[src/rtl/mac_dot_unit.sv]
// Framed multi-lane signed fixed-point MAC: LANES products per beat into a saturating
// ACC_W accumulator, then rescaled by FRAC and saturated to DATA_W on a valid/ready output.
module mac_dot_unit #(
    parameter int DATA_W = 16,
    parameter int FRAC   = 8,
    parameter int LANES  = 4,
    parameter int ACC_W  = 40,
    parameter int LEN_W  = 10
) (
    input  logic                    clk,
    input  logic                    reset,
    input  logic                    start,
    input  logic [LEN_W-1:0]        len,
    input  logic                    in_valid,
    output logic                    in_ready,
    input  logic [LANES*DATA_W-1:0] pixel,
    input  logic [LANES*DATA_W-1:0] weight,
    output logic                    out_valid,
    input  logic                    out_ready,
    output logic [DATA_W-1:0]       result,
    output logic                    busy,
    output logic                    overflow
);
    localparam int PROD_W = 2 * DATA_W;
    localparam int SUM_W  = PROD_W + $clog2(LANES);

    typedef enum logic [1:0] {S_IDLE, S_ACCUM, S_DRAIN, S_OUT} state_t;

    state_t                   state_q;
    logic [LEN_W-1:0]         len_q;
    logic [LEN_W-1:0]         cnt_q;
    logic                     drain_q;
    logic                     prod_vld_q;
    logic                     in_ready_q;
    logic                     out_valid_q;
    logic                     busy_q;
    logic                     ovf_q;
    logic [DATA_W-1:0]        result_q;
    logic signed [ACC_W-1:0]  acc_q;
    logic signed [PROD_W-1:0] prod_q [LANES];

    logic                     beat_s;
    logic                     last_beat_s;
    logic signed [SUM_W-1:0]  lane_sum_s;
    logic signed [ACC_W:0]    acc_wide_s;
    logic signed [ACC_W-1:0]  acc_d;
    logic signed [ACC_W-1:0]  shifted_s;
    logic                     acc_clip_s;
    logic                     res_clip_s;
    logic [DATA_W-1:0]        result_d;

    // in_ready_q is only ever high in ACCUM, so it alone qualifies a beat
    assign beat_s      = in_valid && in_ready_q;
    assign last_beat_s = beat_s && ((cnt_q + LEN_W'(1)) == len_q);

    // Lane sum plus accumulator; overflow shows up as disagreeing top two bits
    always_comb begin
        lane_sum_s = '0;
        for (int l = 0; l < LANES; l++) begin
            lane_sum_s = lane_sum_s + SUM_W'(prod_q[l]);
        end
        acc_wide_s = (ACC_W+1)'(acc_q) + (ACC_W+1)'(lane_sum_s);
        if (acc_wide_s[ACC_W] != acc_wide_s[ACC_W-1]) begin
            acc_clip_s = 1'b1;
            acc_d      = {acc_wide_s[ACC_W], {(ACC_W-1){~acc_wide_s[ACC_W]}}};
        end else begin
            acc_clip_s = 1'b0;
            acc_d      = acc_wide_s[ACC_W-1:0];
        end
    end

    // Rescale with floor semantics, then saturate to the output width
    always_comb begin
        shifted_s = acc_q >>> FRAC;
        if (shifted_s[ACC_W-1:DATA_W-1] != {(ACC_W-DATA_W+1){shifted_s[ACC_W-1]}}) begin
            res_clip_s = 1'b1;
            result_d   = {shifted_s[ACC_W-1], {(DATA_W-1){~shifted_s[ACC_W-1]}}};
        end else begin
            res_clip_s = 1'b0;
            result_d   = shifted_s[DATA_W-1:0];
        end
    end

    // Control FSM with the two-stage datapath and all registered outputs
    always_ff @(posedge clk) begin
        if (reset) begin
            state_q     <= S_IDLE;
            len_q       <= '0;
            cnt_q       <= '0;
            drain_q     <= 1'b0;
            prod_vld_q  <= 1'b0;
            in_ready_q  <= 1'b0;
            out_valid_q <= 1'b0;
            busy_q      <= 1'b0;
            ovf_q       <= 1'b0;
            result_q    <= '0;
            acc_q       <= '0;
            for (int l = 0; l < LANES; l++) begin
                prod_q[l] <= '0;
            end
        end else begin
            prod_vld_q <= beat_s;
            if (beat_s) begin
                for (int l = 0; l < LANES; l++) begin
                    prod_q[l] <= PROD_W'($signed(pixel[l*DATA_W +: DATA_W]))
                               * PROD_W'($signed(weight[l*DATA_W +: DATA_W]));
                end
            end
            if (prod_vld_q) begin
                acc_q <= acc_d;
                if (acc_clip_s) begin
                    ovf_q <= 1'b1;
                end
            end
            case (state_q)
                S_IDLE: begin
                    if (start) begin
                        acc_q   <= '0;
                        cnt_q   <= '0;
                        ovf_q   <= 1'b0;
                        len_q   <= len;
                        drain_q <= 1'b0;
                        busy_q  <= 1'b1;
                        if (len != '0) begin
                            state_q    <= S_ACCUM;
                            in_ready_q <= 1'b1;
                        end else begin
                            state_q <= S_DRAIN;
                        end
                    end
                end
                S_ACCUM: begin
                    if (beat_s) begin
                        cnt_q <= cnt_q + LEN_W'(1);
                    end
                    if (last_beat_s) begin
                        in_ready_q <= 1'b0;
                        drain_q    <= 1'b0;
                        state_q    <= S_DRAIN;
                    end
                end
                S_DRAIN: begin
                    if (!drain_q) begin
                        drain_q <= 1'b1;
                    end else begin
                        result_q    <= result_d;
                        out_valid_q <= 1'b1;
                        state_q     <= S_OUT;
                        if (res_clip_s) begin
                            ovf_q <= 1'b1;
                        end
                    end
                end
                S_OUT: begin
                    if (out_ready) begin
                        out_valid_q <= 1'b0;
                        busy_q      <= 1'b0;
                        state_q     <= S_IDLE;
                    end
                end
                default: begin
                    state_q     <= S_IDLE;
                    in_ready_q  <= 1'b0;
                    out_valid_q <= 1'b0;
                    busy_q      <= 1'b0;
                end
            endcase
        end
    end

    assign in_ready  = in_ready_q;
    assign out_valid = out_valid_q;
    assign result    = result_q;
    assign busy      = busy_q;
    assign overflow  = ovf_q;

endmodule

[config.mk]
export PLATFORM = sky130hd
export DESIGN_NAME = mac_dot_unit
export DESIGN_NICKNAME = d
export VERILOG_FILES = /design/src/rtl/mac_dot_unit.sv
export SDC_FILE = /design/constraint.sdc
export NUM_CORES = 2
export LEC_CHECK = 0
export ABC_AREA = 0
export ABC_CLOCK_PERIOD_IN_PS = 12500
export CAP_MARGIN = 20
export CELL_PAD_IN_SITES_DETAIL_PLACEMENT = 1
export CELL_PAD_IN_SITES_GLOBAL_PLACEMENT = 2
export CORE_MARGIN = 2
export CORE_UTILIZATION = 35
export CTS_CLUSTER_SIZE = 14
export DETAILED_ROUTE_END_ITERATION = 10
export PLACE_DENSITY_LB_ADDON = 0.15
export SYNTH_ARGS = -nofsm -noshare
export SYNTH_HDL_FRONTEND = slang
export SYNTH_SLANG_ARGS = --single-unit
[constraint.sdc]
create_clock -name clk -period 12.5 [get_ports clk]
set_clock_uncertainty 0.15 [all_clocks]
set_input_delay 2.5 -clock clk [delete_from_list [all_inputs] [get_ports clk]]
set_output_delay 2.5 -clock clk [all_outputs]
set_load 0.005 [all_outputs]
==> flow_summary_export.csv <==
group,metric,value,unit
logic_synthesis,synth_cells,5754,
setup_path,crit_type,"input pin to flop",
finish,n_fill_cell,17320,
job,max-cap-violations,0,
global_routing,use_met3,0.01123,
outcome,status,"complete, no violations",
logic_synthesis,synth_seq_cells,212,
setup_path,crit_fanout,16,
timing,rsz0062_at_grt,"false",
route,viasPerCell,4.705,
global_routing,grt_max_degree,68,
floorplan,die_h,393.3,um
setup_path,worst_ep_arrival_time,10020,ps
clock_network,cts_root_buffer,"clkbuf_16",
logic_synthesis,synthDistinctLibCells,73,
timing,timing.final.crit_share,0.7924,
timing,hold_violations,0,
clock_network,htreeDepth,1,
finish,register_area,0.005529,sq mm
clock_network,path_clk_slew,60,ps
global_routing,grt_pass1_vias,42220,
global_routing,top_usage_layer,"met2",
finish,multi_input_area,0.04104,sq mm
global_routing,track_usage,0.1972,
timing,finalCriticalPeriod,9904,ps
placement,gp_congestion,0.8069,
logic_synthesis,synth_nets,7439,
logic_synthesis,yosys_warnings,0,
global_routing,grt_first_pass_wirelength,238.3,mm
setup_path,worstPathRequired,12610,ps
route,drt_first_pass_iters,5,
global_routing,use_met2,0.3418,
logic_synthesis,synth_edf_count,128,
setup_path,cp-start-kind,"input pin",
timing,worst-slew-pin-transition,1047,ps
global_routing,gr-total-overflow,0,
finish,syn_to_final_growth,8.184,%
floorplan,start_util,0.3533,
setup_path,cp-end-kind,"flop",
global_routing,grt_use_met1,0.2802,
timing,setup_tns,0,ps
route,totalWireLength,145.9,mm
floorplan,die_w,393.3,um
logic_synthesis,synth-main-ff-cell,"edfxtp_1",
global_routing,antenna_found_initial,1,
placement,place_hpwl,122.9,mm
logic_synthesis,synth_area,0.05304,sq mm
timing,relSlewSlack,0.2841,
clock_network,ctsHoldBuffers,0,
finish,fin_cells,7812,
setup_path,slowest_stage,"clkdlybuf4s50_1",
clock_network,cts.sinks,212,
setup_path,rrSetupSlack,6220,ps
floorplan,ios,163,
route,drc_errors,0,
clock_network,cts_setup_buffers,0,
logic_synthesis,avgSynthCellArea,9.218,sq um
clock_network,cts.path.max_buffers,3,
logic_synthesis,synth_seq_area_share,0.1042,
finish,drive_gt1_frac,0.02692,
timing,slew_viol_final,0,
placement,port_buffers,162,
setup_path,crit_top_cell,"fa_1",
placement,place_inst,7766,
timing,fmax,101.0,MHz
route,num_vias,36750,
route,drtAntennaViolNets,0,
route,drtIter0Drc,1420,
logic_synthesis,ys_top_cells_by_area,"fa_1, inv_1, ha_1",
clock_network,cts_buffers,25,
floorplan,fp-row-count,142,
hold_path,hold_path_class,"flop to flop",
clock_network,cts_tree,"built",
finish,nets,7463,
setup_path,path_cells,"clkdlybuf4s50_1, and2_1, fa_1, inv_1, fa_1, inv_1, fa_1, inv_1, fa_1, inv_1, fa_1, fa_1, ha_1, a21o_1, a21o_1, a21oi_1, o2bb2ai_1, nor2_1, o221ai_1, a2111oi_0, o21ai_0, a221oi_1, xnor2_1, nor2_1",
finish,antenna_cells,0,
setup_path,max_stage_delay,880,ps
logic_synthesis,yosysTopAreaCell,"fa_1",
setup_path,crit_family,"adder cells",
logic_synthesis,async_reset_ff_frac,0,
clock_network,insertion_delay,550,ps
logic_synthesis,synth_top_area_share,0.4405,
setup_path,critPathBufInv,5,
route,avgRoutedWirePerCell,18.68,um
floorplan,die-area,0.1547,sq mm
clock_network,cts_resized,0,
timing,setup-violations-final,0,
floorplan,core,0.1501,sq mm
[per-stage QoR]
stage               hold slack (ps)  setup slack [ps]    util  area (sq um)
floorplan                     294.3              3592       -         53040
global placement              311.2              1990  0.3769         56590
detailed placement            316.6              1905  0.3769         56590
CTS                           326.3              2456  0.3821         57370
global route                  352.2              2202  0.3822         57380
finish                        324.5              2596  0.3822         57380
[cells by family after synthesis]
kind of cell,share of synthesized area
AND/OR/NAND/NOR,0.1376
XOR/XNOR,0.03237
multiplexers,0.0005662
adder cells (fa/ha/maj),0.5372
flip-flops,0.1042
AO/OA/AOI/OAI,0.06544
buffers and inverters,0.1226
[tightest hold or removal path, delay by kind of cell, from the launching register on]
| kind | cells | cell delay [ps] |
|---|---|---|
| simple gates | 1 | 60 |
| flops | 1 | 320 |
| compound gates | 1 | 50 |
[final timing paths]
kind	cells after the start	startpoint	end
worst max register to register	20	prod_q[3][0]	acc_q[0]
worst min-delay path	2	len_q[1]	len_q[1]
worst max-delay path	24	pixel[54]	prod_q[3][31]
worst min register to register	2	len_q[1]	len_q[1]
[routing by layer]
metal / vias up / share of wire / wire [um]
met5: - / 0 / 0
met1: 19260 / 0.48 / 69650
met3: 87 / 0.019 / 2751
met2: 328 / 0.49 / 71750
li1: 17080 / - / -
met4: 0 / 0.012 / 1744
[cell usage in the layout (no fill, tap or decap), drive strengths merged, types with 17 or more instances in the layout]
cell type and n:
a211oi 38, a21o 80, a21oi 187, a31oi 17, and2 459, and3 18, buf 19, clkbuf 30
clkdlybuf4s50 161, dfxtp 84, edfxtp 128, fa 1167, ha 375, inv 1530, maj3 39, nand2 625
nand2b 44, nand3 28, nor2 240, nor3 39, o21ai 108, xnor2 126, xor2 67
[synth_stat cells, drive strengths merged (11+ instances only)]
cell type and instances:
inv 1530, fa 1167, nand2 625, and2 459
ha 375, nor2 240, a21oi 187, clkbuf 173
edfxtp 128, xnor2 126, o21ai 108, dfxtp 84
a21o 80, xor2 67, nand2b 44, maj3 39
nor3 39, a211oi 38, nand3 28, and3 18
a31oi 17, nor2b 15, o21a 14, o21bai 13
nand4 12, buf 11
[flip-flops by register name, summed over array words and instances (netlist names)]
register	flops
drain_q	1
prod_q	128
out_valid	1
len_q	10
cnt_q	10
acc_q	40
state_q	2
prod_vld_q	1
result	16
overflow	1
in_ready	1
busy	1
[cell type report]
class                   count  area share
multi-input cells        3827      0.7152
repair buffers            181     0.03075
clock inverters            15    0.002181
clock buffers              30     0.01140
inverters                1531      0.1002
well taps                2016     0.04396
flip-flops and latches    212     0.09636
Power is left out: the tool's default activity adds up to more than one toggle a clock period on the data nets, which glitch-free logic cannot reach.
